[config.mk]
export PLATFORM = sky130hd
export DESIGN_NAME = io_devices_flat
export DESIGN_NICKNAME = d
export VERILOG_FILES = /design/src/rtl/io_devices_pkg.sv /design/src/rtl/io_devices_if.sv /design/src/rtl/io_debounce.sv /design/src/rtl/seven_seg_decoder.sv /design/src/rtl/io_devices.sv /design/src/flat_wrapper.sv
export SDC_FILE = /design/constraint.sdc
export NUM_CORES = 1
export LEC_CHECK = 0
export BUFFER_PORTS_ARGS = -buffer_cell sky130_fd_sc_hd__buf_2
export CAP_MARGIN = 5
export CELL_PAD_IN_SITES_DETAIL_PLACEMENT = 2
export CELL_PAD_IN_SITES_GLOBAL_PLACEMENT = 2
export CORE_MARGIN = 2
export CORE_UTILIZATION = 34
export DETAILED_ROUTE_END_ITERATION = 8
export PLACE_DENSITY_LB_ADDON = 0.1
export SYNTH_ARGS = -nofsm -noshare
export SYNTH_HDL_FRONTEND = slang
export SYNTH_HIERARCHICAL = 1
export SYNTH_SLANG_ARGS = --single-unit
[constraint.sdc]
create_clock -name clk -period 3.3 [get_ports clk]
set_clock_uncertainty 0.2 [all_clocks]
set_input_delay 0.66 -clock clk [delete_from_list [all_inputs] [get_ports clk]]
set_output_delay 0.66 -clock clk [all_outputs]
set_load 0.02 [all_outputs]
[src/rtl/io_devices_pkg.sv]
// io_devices_pkg: shared definitions for the memory-mapped I/O unit.
//   - Device register addresses inside the 0xF000-0xF03F window.
//   - Read value returned for unmapped addresses.
//   - Register-select enum and the address decoder used by the top level.
package io_devices_pkg;

  localparam logic [15:0] IO_BASE       = 16'hF000;
  localparam logic [15:0] IO_HEX        = 16'hF000;
  localparam logic [15:0] IO_LEDR       = 16'hF004;
  localparam logic [15:0] IO_LEDG       = 16'hF008;
  localparam logic [15:0] IO_KEY        = 16'hF010;
  localparam logic [15:0] IO_KEYEDGE    = 16'hF014;
  localparam logic [15:0] IO_SW         = 16'hF020;
  localparam logic [15:0] IO_TIMER      = 16'hF030;
  localparam logic [15:0] IO_DEFAULT_RD = 16'hDEAD;

  typedef enum logic [3:0] {
    SEL_NONE,     // outside the device window
    SEL_HEX,
    SEL_LEDR,
    SEL_LEDG,
    SEL_KEY,
    SEL_KEYEDGE,
    SEL_SW,
    SEL_TIMER,
    SEL_OTHER     // inside the window but no register there
  } io_sel_e;

  // The window is the 64-byte block starting at IO_BASE; inside it only the
  // exact register addresses select a device.
  function automatic io_sel_e io_decode(input logic [15:0] addr);
    io_sel_e sel;
    if (addr[15:6] != IO_BASE[15:6]) begin
      sel = SEL_NONE;
    end else begin
      case (addr)
        IO_HEX:     sel = SEL_HEX;
        IO_LEDR:    sel = SEL_LEDR;
        IO_LEDG:    sel = SEL_LEDG;
        IO_KEY:     sel = SEL_KEY;
        IO_KEYEDGE: sel = SEL_KEYEDGE;
        IO_SW:      sel = SEL_SW;
        IO_TIMER:   sel = SEL_TIMER;
        default:    sel = SEL_OTHER;
      endcase
    end
    return sel;
  endfunction

endpackage

[src/rtl/io_devices_if.sv]
// io_devices_if: processor data-path bus as seen by the I/O unit.
//   addr  : byte address (MAR value)
//   wdata : write data
//   we    : write strobe
//   rdata : combinational read data from the device side
//   hit   : address falls inside the device window
// master = processor side, slave = io_devices side.
interface io_devices_if #(
  parameter int unsigned DBITS = 16
);
  logic [DBITS-1:0] addr;
  logic [DBITS-1:0] wdata;
  logic             we;
  logic [DBITS-1:0] rdata;
  logic             hit;

  modport master (output addr, output wdata, output we, input rdata, input hit);
  modport slave  (input addr, input wdata, input we, output rdata, output hit);
endinterface

[src/rtl/io_debounce.sv]
// io_debounce: 2-flop synchronizer plus stability-counter debouncer.
//   clk, reset_n : clock, synchronous active-low reset
//   din_i        : raw asynchronous input bus
//   deb_o        : debounced value, updates 2+DEB_CYCLES cycles after a pin change
//   fall_o       : per-bit 1->0 transition of deb_o at the coming clock edge
module io_debounce #(
  parameter int unsigned     WIDTH      = 4,
  parameter logic [WIDTH-1:0] RESET_VAL = '0,
  parameter int unsigned     DEB_CYCLES = 16
) (
  input  logic             clk,
  input  logic             reset_n,
  input  logic [WIDTH-1:0] din_i,
  output logic [WIDTH-1:0] deb_o,
  output logic [WIDTH-1:0] fall_o
);

  localparam int unsigned CW = (DEB_CYCLES > 1) ? $clog2(DEB_CYCLES) : 1;

  logic [WIDTH-1:0] sync1_q, sync2_q;
  logic [WIDTH-1:0] deb_q, deb_d;
  logic [CW-1:0]    cnt_q, cnt_d;

  // sync1_q is the value sync2_q takes next cycle, so comparing the two
  // detects a change of the synchronized output one cycle early; this keeps
  // the pin-to-debounced latency at exactly 2+DEB_CYCLES.
  always_comb begin
    cnt_d = cnt_q;
    deb_d = deb_q;
    if (sync1_q != sync2_q) begin
      cnt_d = '0;
    end else if (cnt_q == CW'(DEB_CYCLES - 1)) begin
      deb_d = sync2_q;
    end else begin
      cnt_d = cnt_q + CW'(1);
    end
  end

  always_ff @(posedge clk) begin
    if (!reset_n) begin
      sync1_q <= RESET_VAL;
      sync2_q <= RESET_VAL;
      deb_q   <= RESET_VAL;
      cnt_q   <= '0;
    end else begin
      sync1_q <= din_i;
      sync2_q <= sync1_q;
      deb_q   <= deb_d;
      cnt_q   <= cnt_d;
    end
  end

  assign deb_o  = deb_q;
  assign fall_o = deb_q & ~deb_d;

endmodule

[src/rtl/seven_seg_decoder.sv]
// seven_seg_decoder: hex nibble to seven-segment drive, active-low.
//   nibble_i : value 0-F
//   seg_o    : {g,f,e,d,c,b,a}, 0 = segment lit
module seven_seg_decoder (
  input  logic [3:0] nibble_i,
  output logic [6:0] seg_o
);

  always_comb begin
    seg_o = 7'b1111111;
    case (nibble_i)
      4'h0: seg_o = 7'b1000000;
      4'h1: seg_o = 7'b1111001;
      4'h2: seg_o = 7'b0100100;
      4'h3: seg_o = 7'b0110000;
      4'h4: seg_o = 7'b0011001;
      4'h5: seg_o = 7'b0010010;
      4'h6: seg_o = 7'b0000010;
      4'h7: seg_o = 7'b1111000;
      4'h8: seg_o = 7'b0000000;
      4'h9: seg_o = 7'b0010000;
      4'hA: seg_o = 7'b0001000;
      4'hB: seg_o = 7'b0000011;
      4'hC: seg_o = 7'b1000110;
      4'hD: seg_o = 7'b0100001;
      4'hE: seg_o = 7'b0000110;
      4'hF: seg_o = 7'b0001110;
      default: seg_o = 7'b1111111;
    endcase
  end

endmodule

[src/rtl/io_devices.sv]
// io_devices: memory-mapped I/O unit for the 0xF000-0xF03F window.
//   clk, reset_n       : clock, synchronous active-low reset
//   bus (slave)        : addr/wdata/we in, rdata/hit out (rdata combinational)
//   key_in[3:0]        : raw KEY pins, active-low, debounced + press capture
//   sw_in[9:0]         : raw SW pins, debounced
//   ledr[9:0], ledg[7:0] : LED registers
//   hex0..hex3         : seven-segment drives of the HEX register nibbles
// Also holds a free-running timer incremented every TICK_DIV cycles.
module io_devices
  import io_devices_pkg::*;
#(
  parameter int unsigned DBITS      = 16,
  parameter int unsigned DEB_CYCLES = 16,
  parameter int unsigned TICK_DIV   = 50000
) (
  input  logic       clk,
  input  logic       reset_n,
  io_devices_if.slave bus,
  input  logic [3:0] key_in,
  input  logic [9:0] sw_in,
  output logic [9:0] ledr,
  output logic [7:0] ledg,
  output logic [6:0] hex0,
  output logic [6:0] hex1,
  output logic [6:0] hex2,
  output logic [6:0] hex3
);

  localparam int unsigned TW = (TICK_DIV > 1) ? $clog2(TICK_DIV) : 1;

  logic [15:0]   hex_q, hex_d;
  logic [9:0]    ledr_q, ledr_d;
  logic [7:0]    ledg_q, ledg_d;
  logic [15:0]   timer_q, timer_d;
  logic [TW-1:0] tick_q, tick_d;
  logic [3:0]    ecap_q, ecap_d;

  logic [3:0]    key_deb, key_fall;
  logic [9:0]    sw_deb, sw_fall_unused;
  io_sel_e       sel;
  logic [15:0]   rd16;

  assign sel = io_decode(bus.addr[15:0]);

  io_debounce #(
    .WIDTH      (4),
    .RESET_VAL  (4'hF),
    .DEB_CYCLES (DEB_CYCLES)
  ) u_key_deb (
    .clk     (clk),
    .reset_n (reset_n),
    .din_i   (key_in),
    .deb_o   (key_deb),
    .fall_o  (key_fall)
  );

  io_debounce #(
    .WIDTH      (10),
    .RESET_VAL  (10'h000),
    .DEB_CYCLES (DEB_CYCLES)
  ) u_sw_deb (
    .clk     (clk),
    .reset_n (reset_n),
    .din_i   (sw_in),
    .deb_o   (sw_deb),
    .fall_o  (sw_fall_unused)
  );

  always_comb begin
    rd16 = IO_DEFAULT_RD;
    case (sel)
      SEL_HEX:     rd16 = hex_q;
      SEL_LEDR:    rd16 = {6'b0, ledr_q};
      SEL_LEDG:    rd16 = {8'b0, ledg_q};
      SEL_KEY:     rd16 = {12'b0, key_deb};
      SEL_KEYEDGE: rd16 = {12'b0, ecap_q};
      SEL_SW:      rd16 = {6'b0, sw_deb};
      SEL_TIMER:   rd16 = timer_q;
      default:     rd16 = IO_DEFAULT_RD;
    endcase
    bus.rdata = DBITS'(rd16);
    bus.hit   = (sel != SEL_NONE);
  end

  always_comb begin
    hex_d   = hex_q;
    ledr_d  = ledr_q;
    ledg_d  = ledg_q;
    timer_d = timer_q;
    tick_d  = tick_q;
    ecap_d  = ecap_q;

    if (tick_q == TW'(TICK_DIV - 1)) begin
      tick_d  = '0;
      timer_d = timer_q + 16'd1;
    end else begin
      tick_d  = tick_q + TW'(1);
    end

    // sel is SEL_NONE outside the window, so no write can land there.
    if (bus.we) begin
      case (sel)
        SEL_HEX:     hex_d  = bus.wdata[15:0];
        SEL_LEDR:    ledr_d = bus.wdata[9:0];
        SEL_LEDG:    ledg_d = bus.wdata[7:0];
        SEL_KEYEDGE: ecap_d = ecap_q & ~bus.wdata[3:0];
        SEL_TIMER: begin
          timer_d = bus.wdata[15:0];
          tick_d  = '0;
        end
        default: ;
      endcase
    end

    // New presses are OR'd in after the clear so a coincident press survives.
    ecap_d = ecap_d | key_fall;
  end

  always_ff @(posedge clk) begin
    if (!reset_n) begin
      hex_q   <= '0;
      ledr_q  <= '0;
      ledg_q  <= '0;
      timer_q <= '0;
      tick_q  <= '0;
      ecap_q  <= '0;
    end else begin
      hex_q   <= hex_d;
      ledr_q  <= ledr_d;
      ledg_q  <= ledg_d;
      timer_q <= timer_d;
      tick_q  <= tick_d;
      ecap_q  <= ecap_d;
    end
  end

  assign ledr = ledr_q;
  assign ledg = ledg_q;

  seven_seg_decoder u_hex0 (.nibble_i(hex_q[3:0]),   .seg_o(hex0));
  seven_seg_decoder u_hex1 (.nibble_i(hex_q[7:4]),   .seg_o(hex1));
  seven_seg_decoder u_hex2 (.nibble_i(hex_q[11:8]),  .seg_o(hex2));
  seven_seg_decoder u_hex3 (.nibble_i(hex_q[15:12]), .seg_o(hex3));

endmodule

[src/flat_wrapper.sv]
// flat-port wrapper written by rule: the top's interface ports become plain ports
module io_devices_flat import io_devices_pkg::*;
#(
  parameter int unsigned DBITS      = 16,
  parameter int unsigned DEB_CYCLES = 16,
  parameter int unsigned TICK_DIV   = 50000
)
  (clk, reset_n, key_in, sw_in, ledr, ledg, hex0, hex1, hex2, hex3, bus_addr, bus_wdata, bus_we, bus_rdata, bus_hit);
  io_devices_if #(.DBITS(DBITS)) bus_i ();
  input  logic clk;
  input  logic reset_n;
  input  logic [3:0] key_in;
  input  logic [9:0] sw_in;
  output logic [9:0] ledr;
  output logic [7:0] ledg;
  output logic [6:0] hex0;
  output logic [6:0] hex1;
  output logic [6:0] hex2;
  output logic [6:0] hex3;
  input wire logic [$bits(bus_i.addr)-1:0] bus_addr;
  input wire logic [$bits(bus_i.wdata)-1:0] bus_wdata;
  input wire logic [$bits(bus_i.we)-1:0] bus_we;
  output wire logic [$bits(bus_i.rdata)-1:0] bus_rdata;
  output wire logic [$bits(bus_i.hit)-1:0] bus_hit;
  assign bus_i.addr = bus_addr;
  assign bus_i.wdata = bus_wdata;
  assign bus_i.we = bus_we;
  assign bus_rdata = bus_i.rdata;
  assign bus_hit = bus_i.hit;
  io_devices #(.DBITS(DBITS), .DEB_CYCLES(DEB_CYCLES), .TICK_DIV(TICK_DIV)) u_core (.clk(clk), .reset_n(reset_n), .bus(bus_i), .key_in(key_in), .sw_in(sw_in), .ledr(ledr), .ledg(ledg), .hex0(hex0), .hex1(hex1), .hex2(hex2), .hex3(hex3));
endmodule
==> impl_metrics.json <==
{
  "worstPathMaxFanout": 6,
  "fin_crit_sh": 1.03,
  "cts_buffers": 17,
  "drive_gt1_frac": 0.252,
  "fill_cells": 2170,
  "place_hpwl_um": 17500,
  "p_per_area_nw_per_um2": 406,
  "place_inst": 1152,
  "tightestPinTransition_ps": 663,
  "num_rows": 51,
  "yosys_warnings": 6,
  "setup_slack_ps": -97.9,
  "drt_iter0_drc": 248,
  "syn_area_per_cell_um2": 8.61,
  "syn_inst": 781,
  "crit_required_ps": 2440,
  "die_w_um": 145,
  "rsz0062_at_grt": "true",
  "fin_nets": 995,
  "grt_pass1_vias": 6732,
  "cts_num_sinks": 120,
  "grt_first_pass_wirelength_um": 36300,
  "violations": "setup timing",
  "maxSlewHeadroom": 0.557,
  "area_growth_pct": 24.7,
  "clk_path_buf_depth": 2,
  "syn_area_um2": 6730,
  "drtAntennaViolNets": 0,
  "routedWlPerCell_um": 19.2,
  "io_pins": 112,
  "hold_violations": 0,
  "placement.io_buffers": 111,
  "antenna_found_initial": 0,
  "clock_latency_ps": 420,
  "finalMaxSlewViolations": 0,
  "start_util": 0.346,
  "cts_tree": "done",
  "drtPass1Iterations": 6,
  "overflow": 0,
  "clk_pin_slew_ps": 60,
  "gr-usage-all-layers": 0.224,
  "stdcell_area_um2": 8390,
  "drc": 0,
  "holdCritPathClass": "input port to register",
  "fp.dieH_um": 145,
  "startpoint_type": "input port",
  "final_cells": 1192,
  "timing.fmax_ghz": 0.294,
  "path_class": "input port to primary output",
  "maxCapViolCount": 0,
  "vias": 6323,
  "cp.arrival_ps": 2540,
  "fin_crit_ps": 3400,
  "routed_wirelength_um": 22900,
  "end_kind": "primary output",
  "htreeDepth": 4,
  "grt_max_degree": 43,
  "place_area_um2": 7630,
  "peakVddDrop_mv": 0.352,
  "root_buffer": "clkbuf_16",
  "num_antenna_cells": 0,
  "setup_violations": 9,
  "run_status": "finished with violations",
  "post_drt_via_cell_ratio": 5.30,
  "p_leak_uw": 0.00334,
  "gp_congestion": 0.853,
  "dieArea_um2": 20900,
  "syn_nets": 862,
  "core_area_um2": 19500
}
## sequential cells by signal, indices dropped and copies added, names as in the netlist
signal                    flops
u_core/hex_q                 16
u_core/u_sw_deb/deb_o        10
u_core/tick_q                16
u_core/u_sw_deb/sync2_q      10
u_core/timer_q               16
u_core/u_key_deb/sync1_q      4
u_core/ledr                  10
u_core/u_key_deb/deb_o        4
u_core/ledg                   8
u_core/u_sw_deb/cnt_q         4
u_core/ecap_q                 4
u_core/u_key_deb/cnt_q        4
u_core/u_sw_deb/sync1_q      10
u_core/u_key_deb/sync2_q      4
## cell usage in the layout (no fill, tap or decap), types with 7 or more instances in the layout
master	count
dfxtp_1	120
nand2_1	94
nor2_1	55
clkbuf_16	17
o21ai_0	30
inv_1	27
buf_6	11
xor2_1	15
and2_1	23
nor4_1	9
mux2i_1	28
nand2b_1	9
a21oi_1	57
nand4_1	16
xnor2_1	32
buf_4	45
o211ai_1	7
buf_2	99
nor3_1	14
nand3_1	43
ha_1	32
and3_1	7
a22o_1	9
## timing repair
action                     in CTS  in global routing
hold buffers                    0                  0
buffers inserted                3                  5
gates resized for setup        22                 15
setup endpoints to repair      16                 15
pin swaps                       7                  7
## layer usage
metal / wire [µm] / track usage / vias to the layer above
met5: 0 / 0 / -
met4: 374 / 0.0664 / 0
met3: 625 / 0.0260 / 28
met2: 11700 / 0.408 / 110
met1: 10200 / 0.276 / 3159
li1: - / - / 3026
## critical path, stage by stage
cell	delay [ps]
buf_6	90
or4_4	560
nor3_4	240
buf_12	150
nand3_4	120
buf_6	160
a221oi_2	160
o211ai_1	180
buf_4	200
## report_power, final
| part | switching [µW] | internal (µW) |
|---|---|---|
| Clock | 743 | 1000 |
| Combinational | 106 | 67.1 |
| Sequential | 15.9 | 1470 |
| Total | 864 | 2540 |
## stage by stage
step	total power (µW)	setup TNS, ps	setup slack [ps]	hold WS [ps]	util
2_1_floorplan	1600	0	43.8	213	-
3_3_place_gp	1670	-1380	-158	225	0.392
6_report	3400	-458	-97.9	221	0.431
5_1_grt	3530	-1120	-167	218	0.431
4_1_cts	3440	-242	-81.0	208	0.426
3_5_place_dp	1680	-2410	-232	252	0.392
## final timing paths
kind / start / slack, ps / depth (start not counted) / endpoint
max: bus_addr[10] / -100 / 9 / bus_rdata[5]
min reg2reg: u_core/tick_q[0] / 250 / 1 / u_core/tick_q[0]
max reg2reg: u_core/u_sw_deb/cnt_q[0] / 1110 / 5 / u_core/u_sw_deb/deb_o[7]
min: key_in[0] / 220 / 2 / u_core/u_key_deb/sync1_q[0]
## cell type report
cell class	count	area, µm²	share of cell area
Timing Repair Buffer	158	1010	0.121
Clock buffer	19	443	0.0528
Tap cell	265	332	0.0395
Sequential cell	120	2400	0.286
Multi-Input combinational cell	588	3980	0.474
Clock inverter	13	111	0.0133
Inverter	29	111	0.0133
(Power assumes the default switching activity.)
